### config.mk
export PLATFORM = sky130hd
export DESIGN_NAME = ahb_cmd_master
export DESIGN_NICKNAME = d
export VERILOG_FILES = /design/src/rtl/ahb_cmd_master.sv
export SDC_FILE = /design/constraint.sdc
export NUM_CORES = 1
export LEC_CHECK = 0
export BUFFER_PORTS_ARGS = -buffer_cell sky130_fd_sc_hd__buf_2
export CORE_MARGIN = 5
export CORE_UTILIZATION = 47
export DETAILED_ROUTE_END_ITERATION = 10
export MAX_ROUTING_LAYER = met4
export PLACE_DENSITY_LB_ADDON = 0.12
export SETUP_SLACK_MARGIN = 0.2
export SLEW_MARGIN = 25
export SYNTH_ARGS = -nofsm -noshare
export SYNTH_HDL_FRONTEND = slang
export SYNTH_SLANG_ARGS = --single-unit
### constraint.sdc
create_clock -name HCLK -period 3.4 [get_ports HCLK]
set_input_delay 0.34 -clock HCLK [delete_from_list [all_inputs] [get_ports HCLK]]
set_output_delay 0.34 -clock HCLK [all_outputs]
set_load 0.01 [all_outputs]
### src/rtl/ahb_cmd_master.sv
// Single-outstanding command-to-AHB-Lite master: accept -> NONSEQ address -> data -> response, 4 cycles min.
// Backpressure: cmd_ready only in IDLE; response held until rsp_ready, slave waits bounded by TIMEOUT.
module ahb_cmd_master #(
  parameter int unsigned TIMEOUT  = 16,
  parameter logic [31:0] ERR_DATA = 32'hDEAD_BEEF
) (
  input  logic        HCLK,
  input  logic        HRESET,
  input  logic        cmd_valid,
  output logic        cmd_ready,
  input  logic        cmd_write,
  input  logic [31:0] cmd_addr,
  input  logic [31:0] cmd_wdata,
  output logic        rsp_valid,
  input  logic        rsp_ready,
  output logic [31:0] rsp_rdata,
  output logic        rsp_err,
  output logic        HSEL,
  output logic [31:0] HADDR,
  output logic [1:0]  HTRANS,
  output logic        HWRITE,
  output logic [2:0]  HSIZE,
  output logic [31:0] HWDATA,
  input  logic [31:0] HRDATA,
  input  logic        HREADY,
  input  logic        HRESP
);

  localparam int unsigned CW = $clog2(TIMEOUT + 1);
  localparam logic [CW-1:0] TMO_LAST = CW'(TIMEOUT - 1);

  typedef enum logic [1:0] {S_IDLE, S_ADDR, S_DATA, S_RESP} state_t;

  state_t        r_state;
  state_t        w_next;
  logic          r_write;
  logic [31:0]   r_addr;
  logic [31:0]   r_wdata;
  logic [CW-1:0] r_cnt;
  logic          r_err_seen;
  logic [31:0]   r_rdata;
  logic          r_err;
  logic          w_cmd_hs;
  logic          w_misalign;
  logic          w_timeout;

  assign w_cmd_hs   = cmd_valid && (r_state == S_IDLE);
  assign w_misalign = (cmd_addr[1:0] != 2'b00);
  assign w_timeout  = (r_state == S_DATA) && !HREADY && (r_cnt == TMO_LAST);

  always_ff @(posedge HCLK or posedge HRESET) begin
    if (HRESET) r_state <= S_IDLE;
    else        r_state <= w_next;
  end

  always_comb begin
    w_next = r_state;
    case (r_state)
      S_IDLE: if (w_cmd_hs) w_next = w_misalign ? S_RESP : S_ADDR;
      S_ADDR: if (HREADY) w_next = S_DATA;
      S_DATA: if (HREADY || w_timeout) w_next = S_RESP;
      S_RESP: if (rsp_ready) w_next = S_IDLE;
      default: w_next = S_IDLE;
    endcase
  end

  always_ff @(posedge HCLK or posedge HRESET) begin
    if (HRESET) begin
      r_write    <= 1'b0;
      r_addr     <= 32'h0;
      r_wdata    <= 32'h0;
      r_cnt      <= '0;
      r_err_seen <= 1'b0;
      r_rdata    <= 32'h0;
      r_err      <= 1'b0;
    end else begin
      if (w_cmd_hs) begin
        r_write <= cmd_write;
        r_addr  <= cmd_addr;
        r_wdata <= cmd_wdata;
        if (w_misalign) begin
          r_rdata <= ERR_DATA;
          r_err   <= 1'b1;
        end
      end
      if ((r_state == S_ADDR) && HREADY) begin
        r_cnt      <= '0;
        r_err_seen <= 1'b0;
      end
      // An ERROR response starts with HREADY low, so HRESP is remembered across wait cycles.
      if (r_state == S_DATA) begin
        if (HRESP) r_err_seen <= 1'b1;
        if (HREADY) begin
          r_rdata <= r_write ? 32'h0 : HRDATA;
          r_err   <= r_err_seen | HRESP;
        end else if (w_timeout) begin
          r_rdata <= ERR_DATA;
          r_err   <= 1'b1;
        end else begin
          r_cnt <= r_cnt + CW'(1);
        end
      end
    end
  end

  assign cmd_ready = (r_state == S_IDLE);
  assign rsp_valid = (r_state == S_RESP);
  assign rsp_rdata = r_rdata;
  assign rsp_err   = r_err;
  assign HSEL      = (r_state == S_ADDR);
  assign HTRANS    = (r_state == S_ADDR) ? 2'b10 : 2'b00;
  assign HADDR     = r_addr;
  assign HWRITE    = r_write;
  assign HSIZE     = 3'b010;
  assign HWDATA    = ((r_state == S_DATA) && r_write) ? r_wdata : 32'h0;

endmodule
* Word-level counts from Yosys, hierarchy flattened
Index checks and enable logic that the tools add are counted.
** Cells by class
- Reduce and logical (&&, ||, !) cells :: 10
- Add/sub/neg operators :: 1
- Muxes and demuxes :: 26
- Bitwise operators :: 1
- Eq/ne operators :: 8
** Operator list (number)
- 2-to-1 mux 32 bit :: 7
- 2-to-1 mux 5 bit :: 4
- 2-to-1 mux 2 bit :: 6
- 2-to-1 mux 1 bit :: 8
- case mux 2 bit (4 select lines) :: 1
- inequality test 2 x 1 -> 1 bit (second input constant) :: 3
- adder 5 x 1 -> 5 bit (second input constant) :: 1
- equality test 5 x 4 -> 1 bit (second input constant) :: 1
- logical AND 1 bit :: 5
- equality test 2 bit (second input constant) :: 2
- AND reduction 4 bit :: 1
- equality test 2 x 1 -> 1 bit (second input constant) :: 1
- logical NOT 2 bit :: 1
- inequality test 2 bit (second input constant) :: 1
- nonzero test 2 bit :: 1
- logical NOT 1 bit :: 1
- logical OR 1 bit :: 1
- bitwise OR 1 bit :: 1
** Storage, ports and cells
- Register bits :: 106
- Bits of input ports :: 103

* Logic depth before layout (Yosys ltp)
Gate-level depths: netlist of run 1.
- Word-level depth :: 6
- Gate-level depth with buffers :: 7

* Worst setup path before layout of run 1
No wires, ideal clock.
- Kind :: register to register
- Start :: register r_cnt[0]
- End :: register r_rdata[10] (netlist: rsp_rdata[10])
- Period minus slack after synthesis :: 1840 ps
- Path slack :: 1560 ps
- Data arrival time :: 1719 ps
- Library setup time :: 121 ps
- Data required time :: 3279 ps
- Cell stages (with the launch flop) :: 8
- Path buffers :: 1
- Cells stage by stage :: dfrtp_1 > ha_1 > and3_1 > ha_1 > o21ai_0 > o21ai_2 > buf_4 > o22a_1
** Between the ends
- Longest elaborated chain between the ends :: 5
** RTL lines
- start: declaration :: RTL line 39 : logic [CW-1:0] r_cnt;
- start signal: assignment :: RTL line 100 : r_cnt <= r_cnt + CW'(1);
- equality test 5 x 4 -> 1 bit :: RTL line 49 : assign w_timeout = (r_state == S_DATA) && !HREADY && (r_cnt == TMO_LAST);
- logical AND 1 bit :: RTL line 49
- 2-to-1 mux 32 bit :: RTL line 96 : end else if (w_timeout) begin
- 2-to-1 mux 32 bit :: RTL line 93 : if (HREADY) begin
- 2-to-1 mux 32 bit :: RTL line 91 : if (r_state == S_DATA) begin
- end signal: assignment :: RTL line 94 : r_rdata <= r_write ? 32'h0 : HRDATA;
- end: declaration :: RTL line 41 : logic [31:0] r_rdata;
Every way passes these cells.
A chain may end at the register's enable or synchronous reset.

* Final worst setup path of run 1
- Start :: register r_write (netlist: HWRITE)
- End :: output HWRITE
** RTL lines
- start: declaration :: RTL line 36 : logic r_write;
- start signal: assignment :: RTL line 78 : r_write <= cmd_write;
- end: declaration :: RTL line 21 : output logic HWRITE,
No word-level cell between the ends.

==> results.md, run 1 <==
* Status: completed
* Fraction of layout cells with a size suffix above 1 at between 50% and 60%
* PortBufs at around 200
* Routed wire length at about 11 mm
* Fmax at around 450 MHz
* Crit share post-route at 65.68%
* Post-synthesis compound-gate area fraction at 7.645%
* Crit Path Category: flop to output port
* Netlist Area Pre-Place at approximately 4500 µm²
* Inst Count DP at about 650
* Initial antenna violation count at 0
* CTS resizes at 0
* Synth Area in XOR/XNOR at 0%
* Pleak at 0.003008 µW
* Worst rel slew slack at ~40%
* Core area at between 9000 and 10,000 µm²
* ANT cells at 0
* HP Class: input port to async pin
* CTS clk-pin slew, worst paths at approximately 110 ps
* Worst Path Arrival at around 1900 ps
* Synth warn at 0
* Routed wire per std cell at around 17 µm
* Global Route Usage Sum at between 10% and 20%
* Congestion Overflow GR at 0
* Clock root cell: clkbuf_8
* First-pass GRT wire length at about 18 mm
* Pre-Repair DR Iteration Count at 4
* CTS tree: yes
* Sequential fraction of design power at about two fifths
* Post-synthesis mux area share at between 10% and 20%
* Post-synth EDFFs at 0
* CTS Hold Bufs at 0
* Maximum vdd ir drop at a little under 0.4 mV
* Top-count cell post-synth: dfrtp_1
* Cell-internal power at roughly 3400 µW
* Area after DPL at between 5000 and 6000 µm²
* Total net switching power at 1847 µW
* DR DRC count at 0
* Vias in the first global route at ~3,700
* Fin. max-slew vios at 0
* Adder-Cell Fraction of Synth Area at roughly 1.9%
* Worst-skew pair later-pin latency at ~360 ps
* Max-cap viol count at 0
* HPWL after DPL at ~8.3 mm
* # setup viols final at 0
* Design Area, Final at a little under 6000 µm²
* Die area at 11,670 µm²
* Async set-reset flop share out of synthesis at 100.0%
* Largest net degree at the start of global routing at just under 90
* Synth Area per Inst at about 13 µm²
* Seq cells post-synth at between 100 and 150
* Setup TNS at 0 ps
* Number of fill cells at 795
* Hold Fails Final Rpt at 0
* Clk sinks at 106
* P&R area growth vs syn at 29.09%
* Synth top cells by count: dfrtp_1, mux2_2, and3_1, nor2b_1, o22a_1
* CP startpoint kind: flop
* CP required at 3060 ps
* Fin crit period at 2233 ps
* Final Wtd Congestion at ~0.75
* Cell Pwr Density at about 900 nW/µm²
* Postcts setup bufs at 0
* Number of nets with antenna violations after routing at 0
* Crit path max-delay cell type: dfrtp_1
* Switch share at 35.28%
* DR vias/cell at slightly above 5
* Sequential fraction of the synthesis area at about three fifths
* DR vias at between 3,000 and 4,000
* Simple-gate area share of the yosys netlist at a little under an eighth
* Post-Syn Instances at approximately 340
* Layout Nets at between 600 and 700
* H-tree Lvls at 3
* Crit-path max FO at 33
* Num CTS Buffers at 9
* Main synth FF type: dfrtp_1
* Synth area leaders: dfrtp_1, mux2_2, o22a_1
* Slowest stage delay, CP at 940 ps
* Clock network power share at approximately 16%
* Fin cells at between 600 and 700
* Top cell type's share of synthesized area at between 50% and 60%
* Comb pwr share at between 40% and 50%
* RSZ-0062 raised after global routing: no
* Critical Path, Cell by Cell: buf_4 -> buf_2
* Die height at between 100 and 150 µm
* Distinct cells, synth at 29
* Starting Density at 48.65%
* Critical Path End Type: output port
* Drt first-iter violations at around 110
* Bufs on Longest Clock Path at 2
* Rows at 35
* Die Width at 108.0 µm
* Largest family of logic cells by synthesized area: multiplexers
* Io pins at about 210
* Slew @ Worst Pin at around 900 ps
* Post-synthesis cell type with the largest combined area: dfrtp_1
* Setup Skew at between 15 and 20 ps
registers in the layout, summed over array words and instances (netlist names):
| signal | count |
|---|---|
| r_err_seen | 1 |
| r_wdata | 32 |
| rsp_rdata | 32 |
| r_cnt | 5 |
| rsp_err | 1 |
| HADDR | 32 |
| HWRITE | 1 |
| r_state | 2 |
critical path: cells and delay by family (launching register included):
kind / cells / cell delay [ps]
flops: 1 / 940
buf+inv: 2 / 610
path summary, 6_finish.rpt:
path | from | endpoint | slack [ps] | cells after the start
setup / recovery | HWRITE | HWRITE | 1170 | 2
hold reg to reg | r_cnt[3] | r_cnt[3] | 490 | 1
hold / removal | HRESET | rsp_rdata[29] | 100 | 2
max in group asynchronous | HRESET | r_wdata[2] | 2560 | 3
setup reg to reg | r_state[0] | rsp_rdata[17] | 1180 | 6
min in group HCLK | HRDATA[20] | rsp_rdata[20] | 200 | 2
cell type report:
cell class | count | area (µm²) | area share [%]
timing repair buffer | 209 | 1059 | 18.15
tap | 129 | 161.4 | 2.768
inverter | 4 | 20.02 | 0.3433
sequential | 106 | 2653 | 45.49
multi-input combinational | 200 | 1727 | 29.61
clock inverter | 4 | 76.32 | 1.309
clock buffer | 12 | 135.1 | 2.318
stage by stage:
step / setup slack [ps] / utilization, % / hold slack [ps] / total power (µW)
after floorplan: 271.1 / - / 436.8 / 3613
after global placement: 1344 / 60.42 / 464.4 / 4346
after detailed placement: 1225 / 60.42 / 479.3 / 4444
after CTS: 1148 / 62.70 / 194.2 / 5288
after global routing: 975.4 / 62.80 / 180.2 / 5587
final: 1167 / 62.80 / 102.6 / 5237
power groups by stage:
| stage | Clock, µW | Sequential [µW] | Combinational (µW) |
|---|---|---|---|
| 3_5_place_dp | 0 | 2220 | 2220 |
| 5_1_grt | 900 | 2280 | 2410 |
| 4_1_cts | 849 | 2200 | 2240 |
| 3_3_place_gp | 0 | 2190 | 2150 |
| 6_report | 839 | 2200 | 2200 |
| 2_1_floorplan | 0 | 2310 | 1300 |
layout by cell type, fill, tap and decap left out, types with 2 or more instances in the layout:
cell type  count
nor2_1         3
clkbuf_8       9
buf_4          5
nor2b_1       26
buf_2        204
nand2_1        4
clkbuf_1       3
inv_1          3
mux2_2        66
a22o_1         9
bufinv_16      2
conb_1         4
nand3_1        5
dfrtp_1      106
nand2_2        2
o21ai_0        3
ha_1           7
and3_1        33
o32a_1         2
o22a_1        24
nand3b_1       2
cells by family after synthesis:
family,after synthesis
multiplexers,67
AO/OA/AOI/OAI,41
buffers and inverters,31
adder cells (fa/ha/maj),7
AND/OR/NAND/NOR,81
flip-flops,106
other,2
per-layer routing:
metal / GRT usage [%] / up-vias / wire length, µm
met3: 5.970 / 12 / 1000
met1: 23.65 / 1659 / 4641
li1: - / 1566 / -
met5: - / - / 0
met4: 5.410 / 0 / 125
met2: 33.35 / 136 / 5686
Note: power is estimated with default switching activity, not from simulation.
==> inputs of run 2 (changes only) <==
- CORE_UTILIZATION: 47 -> 42
- clock period: 3.4 -> 2 ns (I/O delays scaled with it)
==> run 2 against run 1 <==
Global-route usage down 0.71 points. Register-to-register slack worse by 940 ps. Largest cell class unchanged. Sequential share of layout area down 2.5 points. Critical path type is now flop to flop. Critical path depth up 5.
==> results.md, run 2 (same netlist as run 1, synthesis figures left out) <==
* Status: completed
* Starting Density at 43.36% (-5.3 points)
* Congestion Overflow GR at 0 (unchanged)
* Cell Pwr Density at 1515 nW/µm² (+69%)
* DR vias/cell at 5.049 (-0.60%)
* Final Wtd Congestion at 0.7758 (+4.0%)
* Clk sinks at 106 (unchanged)
* Fmax at about 570 MHz
* # setup viols final at 0 (unchanged)
* H-tree Lvls at 3 (unchanged)
* Fin. max-slew vios at 0 (unchanged)
* Routed wire length at 12.22 mm (+6.7%)
* Max-cap viol count at 0 (unchanged)
* Die area at 12,930 µm² (+11%)
* CTS tree: yes
* Bufs on Longest Clock Path at 2 (unchanged)
* Inst Count DP at 659 (+1.7%)
* Pre-Repair DR Iteration Count at 4 (unchanged)
* HP Class: input port to flop
* CP startpoint kind: flop
* Pleak at 0.003134 µW (+4.2%)
* Worst Path Arrival at 2010 ps (+120 ps)
* Rows at 37 (+5.7%)
* Largest net degree at the start of global routing at 57 (-35%)
* Global Route Usage Sum at 19.26% (-0.71 points)
* Drt first-iter violations at 109 (unchanged)
* Sequential cell area at 2654 µm² (about the same)
* Setup Skew at 7.092 ps (-11.02 ps)
* Clock root cell: clkbuf_8
* Fin cells at 691 (+4.1%)
* PortBufs at 204 (unchanged)
* Vias in the first global route at 3,831 (+3.8%)
* Io pins at 209 (unchanged)
* Slew @ Worst Pin at 1014 ps (+115.5 ps)
* RSZ-0062 raised after global routing: yes
* Layout Nets at 660 (+3.1%)
* Die Width at 113.7 µm (+5.3%)
* DR DRC count at 0 (unchanged)
* Commonest non-fill, non-tap cell in the layout: buf_2
* Finished Core Util at 59.24% (-3.6 points)
* Maximum vdd ir drop at 0.6505 mV (+64%)
* ANT cells at 0 (unchanged)
* CTS clk-pin slew, worst paths at 100 ps (about the same)
* P&R area growth vs syn at 36.62%
* HPWL after DPL at 8.186 mm (-0.87%)
* Fin crit period at between 1500 and 2000 ps
* Num CTS Buffers at 9 (unchanged)
* First-pass GRT wire length at 19.23 mm (+7.2%)
* Initial antenna violation count at 0 (unchanged)
* Hold Fails Final Rpt at 0 (unchanged)
* Core area at 10,420 µm² (+12%)
* Critical Path End Type: flop
* Most frequent cells in the layout: buf_2, dfrtp_1, mux2_2, and3_1, nor2b_1
* Crit share post-route at 88.04%
* CP required at 2250 ps (-810 ps)
* Multi-input logic area at 1843 µm² (+6.7%)
* Number of nets with antenna violations after routing at 0 (unchanged)
* Number of fill cells at 935 (+18%)
* Crit-path max FO at 7 (-79%)
* Die height at 113.7 µm (+5.3%)
* Fraction of layout cells with a size suffix above 1 at 58.92% (+3.8 points)
* Worst rel slew slack at 32.18% (-8.0 points)
* Worst-skew pair later-pin latency at 360 ps (about the same)
* DR vias at 3,489 (+3.4%)
* Routed wire per std cell at 17.68 µm (+2.5%)
* Crit Path Category: flop to flop
## run 2: routing by layer
metal | vias up | part of all wire (%) | track usage (%)
li1 | 1613 | - | -
met1 | 1743 | 41 | 23.45
met2 | 126 | 51 | 32.00
met3 | 7 | 7.1 | 5.252
met4 | 0 | 0.94 | 4.647
met5 | - | 0 | -
## run 2: worst paths after layout
kind                              from       endpoint  slack (ps)  depth (start not counted)
setup / recovery              r_cnt[1]  rsp_rdata[21]         240                          7
hold / removal               HRDATA[8]   rsp_rdata[8]          60                          2
setup reg to reg              r_cnt[1]  rsp_rdata[21]         240                          7
hold reg to reg            r_wdata[19]    r_wdata[19]         500                          1
max in group asynchronous       HRESET    r_wdata[20]         950                          4
min in group asynchronous       HRESET    r_wdata[15]         460                          4
## run 2: repair_timing
item                                    4_1_cts  5_1_grt
hold buffers                                  1        0
endpoints found under the hold margin        56        0
gates resized for setup                      15       13
pin swaps                                     0        3
cloned                                        2        4
endpoints found under the setup margin       69      104
setup buffers                                 3        6
## run 2: critical path: stages (launching register included)
cell     delay [ps]
dfrtp_1         420
ha_2            190
and3_4          180
ha_4            170
o21ai_4         170
buf_4           160
o21ai_4          90
o22a_1          250
## run 2: power breakdown
part           switching, µW  internal, µW
Combinational           2090          2260
Sequential               512          3160
Clock                    686           649
## run 2: area by class of cell
cell class | count | area share (%)
Sequential cell | 106 | 43.00
Multi-Input combinational cell | 203 | 29.87
Timing Repair Buffer | 226 | 20.86
Tap cell | 136 | 2.757
Clock buffer | 14 | 2.636
Clock inverter | 2 | 0.5677
Inverter | 4 | 0.3041
## run 2: per-stage QoR
step / total power, µW / hold WS, ps / TNS [ps] / setup slack (ps) / area (µm²)
final: 9351 / 60.25 / 0 / 239.1 / 6171
after global routing: 10040 / 33.39 / 0 / 162.9 / 6171
after CTS: 9222 / 35.01 / 0 / 205.1 / 6020
after detailed placement: 7627 / 313.9 / -438.9 / -47.10 / 5674
after global placement: 7499 / 313.7 / 0 / 11.87 / 5674
after floorplan: 6144 / 332.7 / 0 / 242.5 / 4528
==> inputs of run 3 (changes only) <==
- ABC_AREA: default -> 1
- CORE_UTILIZATION: 42 -> 43
- TNS_END_PERCENT: default -> 30
==> run 3 against run 2 <==
Total power down 6.7%. Cell area fell by 0.91%. Critical path type is now flop to output port. Sequential cell count did not move. Clock skew increased by 1.1 ps. Register-to-register slack gained 30 ps. Global-route usage fell by 1.1 points. Combinational power down 12%. Critical endpoint is now HWDATA[7]. Hold slack worse by 59 ps. Setup slack lost 16 ps. Critical path depth decreased by 1. Core utilization is 2.6 points lower. Synthesized cell count is 59% higher.
==> results.md, run 3 <==
* Slowest stage delay, CP at 410 ps (about the same)
* Setup Skew at 8.153 ps (+1.061 ps)
* Clock root cell: clkbuf_8
* Io pins at 209 (unchanged)
* R2R cell count at 9 (+2)
* Worst rel slew slack at 62.31% (+30 points)
* Starting Density at 43.59% (+0.23 points)
* Rows at 38 (+2.7%)
* Commonest non-fill, non-tap cell in the layout: buf_2
* Fraction of layout cells with a size suffix above 1 at 36.54% (-22 points)
* DR vias/cell at 4.655 (-7.8%)
* # setup viols final at 0 (unchanged)
* H-tree Lvls at 3 (unchanged)
* Post-synth EDFFs at 0 (unchanged)
* Bufs on Longest Clock Path at 2 (unchanged)
* Sequential fraction of design power at 41.3% (+2.0 points)
* Synth Area per Inst at 8.843 µm² (-34%)
* Hold Fails Final Rpt at 0 (unchanged)
* Synth top cells by count: nand2_1, dfrtp_1, inv_1, nor2_1, o21ai_0
* Die area at 13,130 µm² (+1.6%)
* Critical Path, Cell by Cell: inv_2 -> ha_4 -> nand2_1 -> buf_4 -> nor2_1 -> buf_2
* Cell-internal power at 5227 µW (-14%)
* Synth area leaders: dfrtp_1, nand2_1, inv_1
* Max-cap viol count at 0 (unchanged)
* Crit share post-route at 88.86% (+0.82 points)
* Maximum vdd ir drop at 0.5459 mV (-16%)
* First-pass GRT wire length at 18.52 mm (-3.7%)
* Seq cells post-synth at 106 (unchanged)
* Initial antenna violation count at 1 (+1)
* Number of fill cells at 982 (+5.0%)
* R2R Path End: rsp_rdata[1]
* Top-count cell post-synth: nand2_1
* Crit Path Category: flop to output port
* Slew @ Worst Pin at 565.3 ps (-448.2 ps)
* P&R area growth vs syn at 29.97%
* RSZ-0062 raised after global routing: yes
* Cell Pwr Density at 1427 nW/µm² (-5.8%)
* Top cell type's share of synthesized area at 56.38% (-2.3 points)
* Routed wire length at 12.13 mm (-0.70%)
* Netlist Area Pre-Place at 4705 µm² (+4.2%)
* Worst-skew pair later-pin latency at 350 ps (about the same)
* Most frequent cells in the layout: buf_2, nand2_1, dfrtp_1, inv_1
* PortBufs at 204 (unchanged)
* Final worst setup slack at 222.7 ps (-16.44 ps)
* HPWL after DPL at 8.625 mm (+5.4%)
* Synth warn at 0 (unchanged)
* Drt first-iter violations at 251 (+130%)
* DR vias at 4,096 (+17%)
* Clock network power share at 14.9% (+0.6 points)
* Post-place setup slack at 230.0 ps (+277.1 ps)
* Post-Syn Instances at 532 (+59%)
* Num CTS Buffers at 9 (unchanged)
* Main synth FF type: dfrtp_1
* Routed wire per std cell at 13.79 µm (-22%)
* Fin. max-slew vios at 0 (unchanged)
* Final Wtd Congestion at 0.8358 (+7.7%)
* Die Width at 114.6 µm (+0.78%)
* Number of nets with antenna violations after routing at 0 (unchanged)
* WP depth at 6 (-1)
* DR DRC count at 0 (unchanged)
* Post-synthesis cell type with the largest combined area: dfrtp_1
* CP startpoint kind: flop
* R2R setup slack at 270 ps (+30 ps)
* Fmax at 562.7 MHz (-0.92%)
* Congestion Overflow GR at 0 (unchanged)
* Pleak at 0.003435 µW (+9.6%)
* Clk sinks at 106 (unchanged)
* Largest net degree at the start of global routing at 107 (+88%)
* Pre-Repair DR Iteration Count at 4 (unchanged)
* CTS clk-pin slew, worst paths at 100 ps (about the same)
* Distinct cells, synth at 27 (-6.9%)
* CTS tree: yes
* Vias in the first global route at 3,932 (+2.6%)
* Crit-path max FO at 13 (+6)
* Critical path origin: r_state[0]
* Total net switching power at 3500 µW (+6.6%)
* Crit path buffers/inverters at 3 (+2)
* Worst Path Arrival at 1580 ps (-430 ps)
* Reg-to-reg startpoint: r_cnt[0]
* Switch share at 40.11% (+5.0 points)
* Comb pwr share at 43.7% (-2.7 points)
* Setup TNS at 0 ps (unchanged)
* Critical Path End Type: output port
* HP Class: input port to async pin
* Crit path max-delay cell type: dfrtp_1
* Fin crit period at 1777 ps (+16.43 ps)
* Global Route Usage Sum at 18.20% (-1.1 points)
* CP required at 1800 ps (-450 ps)
* Sequential fraction of the synthesis area at 56.38% (-2.3 points)
* Async set-reset flop share out of synthesis at 100.0% (unchanged)
* Critical path's top delay family: buffers and inverters
* Die height at 114.6 µm (+0.78%)
* Layout Nets at 844 (+28%)
* Core area at 10,790 µm² (+3.6%)
* Status: completed
* Critical path endpoint: HWDATA[7]
* CTS Hold Bufs at 0 (-1)
==> run 3: cells by family (layout without fill, tap and decap cells) <==
| kind of cell | Yosys count | in the layout | share of synthesized area (%) |
|---|---|---|---|
| AOI/OAI and AO/OA | 92 | 92 | 13.27 |
| xor gates and xnor gates | 1 | 1 | 0.1862 |
| adders and majority gates | 7 | 7 | 1.862 |
| buffers and inverters | 104 | 307 | 9.468 |
| DFF | 106 | 106 | 56.38 |
| other | 2 | 5 | 0.1596 |
| and+or+nand+nor | 220 | 222 | 18.67 |
==> run 3: metal layers <==
metal	up-vias	global-route usage (%)	part of all wire, %
li1	2027	-	-
met1	1894	23.11	42
met2	147	28.52	48
met4	0	7.997	3.0
met3	28	3.383	7.0
met5	-	-	0
==> run 3: how the worst min path moves through the flow <==
stage | from | end | slack, ps | depth (start not counted)
global route | cmd_addr[27] | HADDR[27] | 7 | 3
CTS | HRESET | HADDR[14] | 7 | 3
finish | HRESET | rsp_rdata[19] | 1 | 3
detailed placement | cmd_addr[2] | HADDR[2] | 400 | 3
floorplan | cmd_addr[10] | HADDR[10] | 310 | 2
global placement | cmd_addr[9] | HADDR[9] | 390 | 3
==> run 3: worst reg2reg max path, stage by stage (launching register included) <==
cell and delay (ps):
dfrtp_1 420, ha_2 210, nand2_1 60, nor2_1 40
ha_2 190, o21ai_4 260, buf_4 170, nand2_4 80
o21bai_1 140, inv_1 50
==> run 3: per-stage QoR <==
stage               instance area (µm²)  std cells  total power (µW)  util, %  hold slack, ps
floorplan                          4716        534              6004        -           309.6
global placement                   5824        857              7240    53.96           394.6
detailed placement                 5824        857              7368    53.96           402.1
CTS                                6045        875              8750    56.01           6.873
global route                       6115        880              9459    56.65           6.821
finish                             6115        880              8727    56.65           1.493
==> run 3: timing repair <==
item	in CTS	in global routing
buffers inserted	2	2
endpoints found under the setup margin	32	95
gates resized for setup	3	9
gates cloned	0	2
pin swaps	0	3
==> run 3: cell type report <==
class	count	area, µm²	area share (%)
well taps	140	175.2	2.865
repair buffers	217	1142	18.68
inverters	74	281.5	4.604
multi-input cells	326	1668	27.28
clock inverters	7	68.82	1.125
flip-flops and latches	106	2653	43.38
diodes	1	2.502	0.04092
clock buffers	9	123.9	2.026
==> run 3: power groups by stage <==
stage | Sequential [µW] | Clock [µW] | Combinational, µW
6_report | 3610 | 1300 | 3820
5_1_grt | 3730 | 1430 | 4300
4_1_cts | 3610 | 1360 | 3780
3_5_place_dp | 3650 | 0 | 3720
3_3_place_gp | 3610 | 0 | 3630
2_1_floorplan | 3880 | 0 | 2120
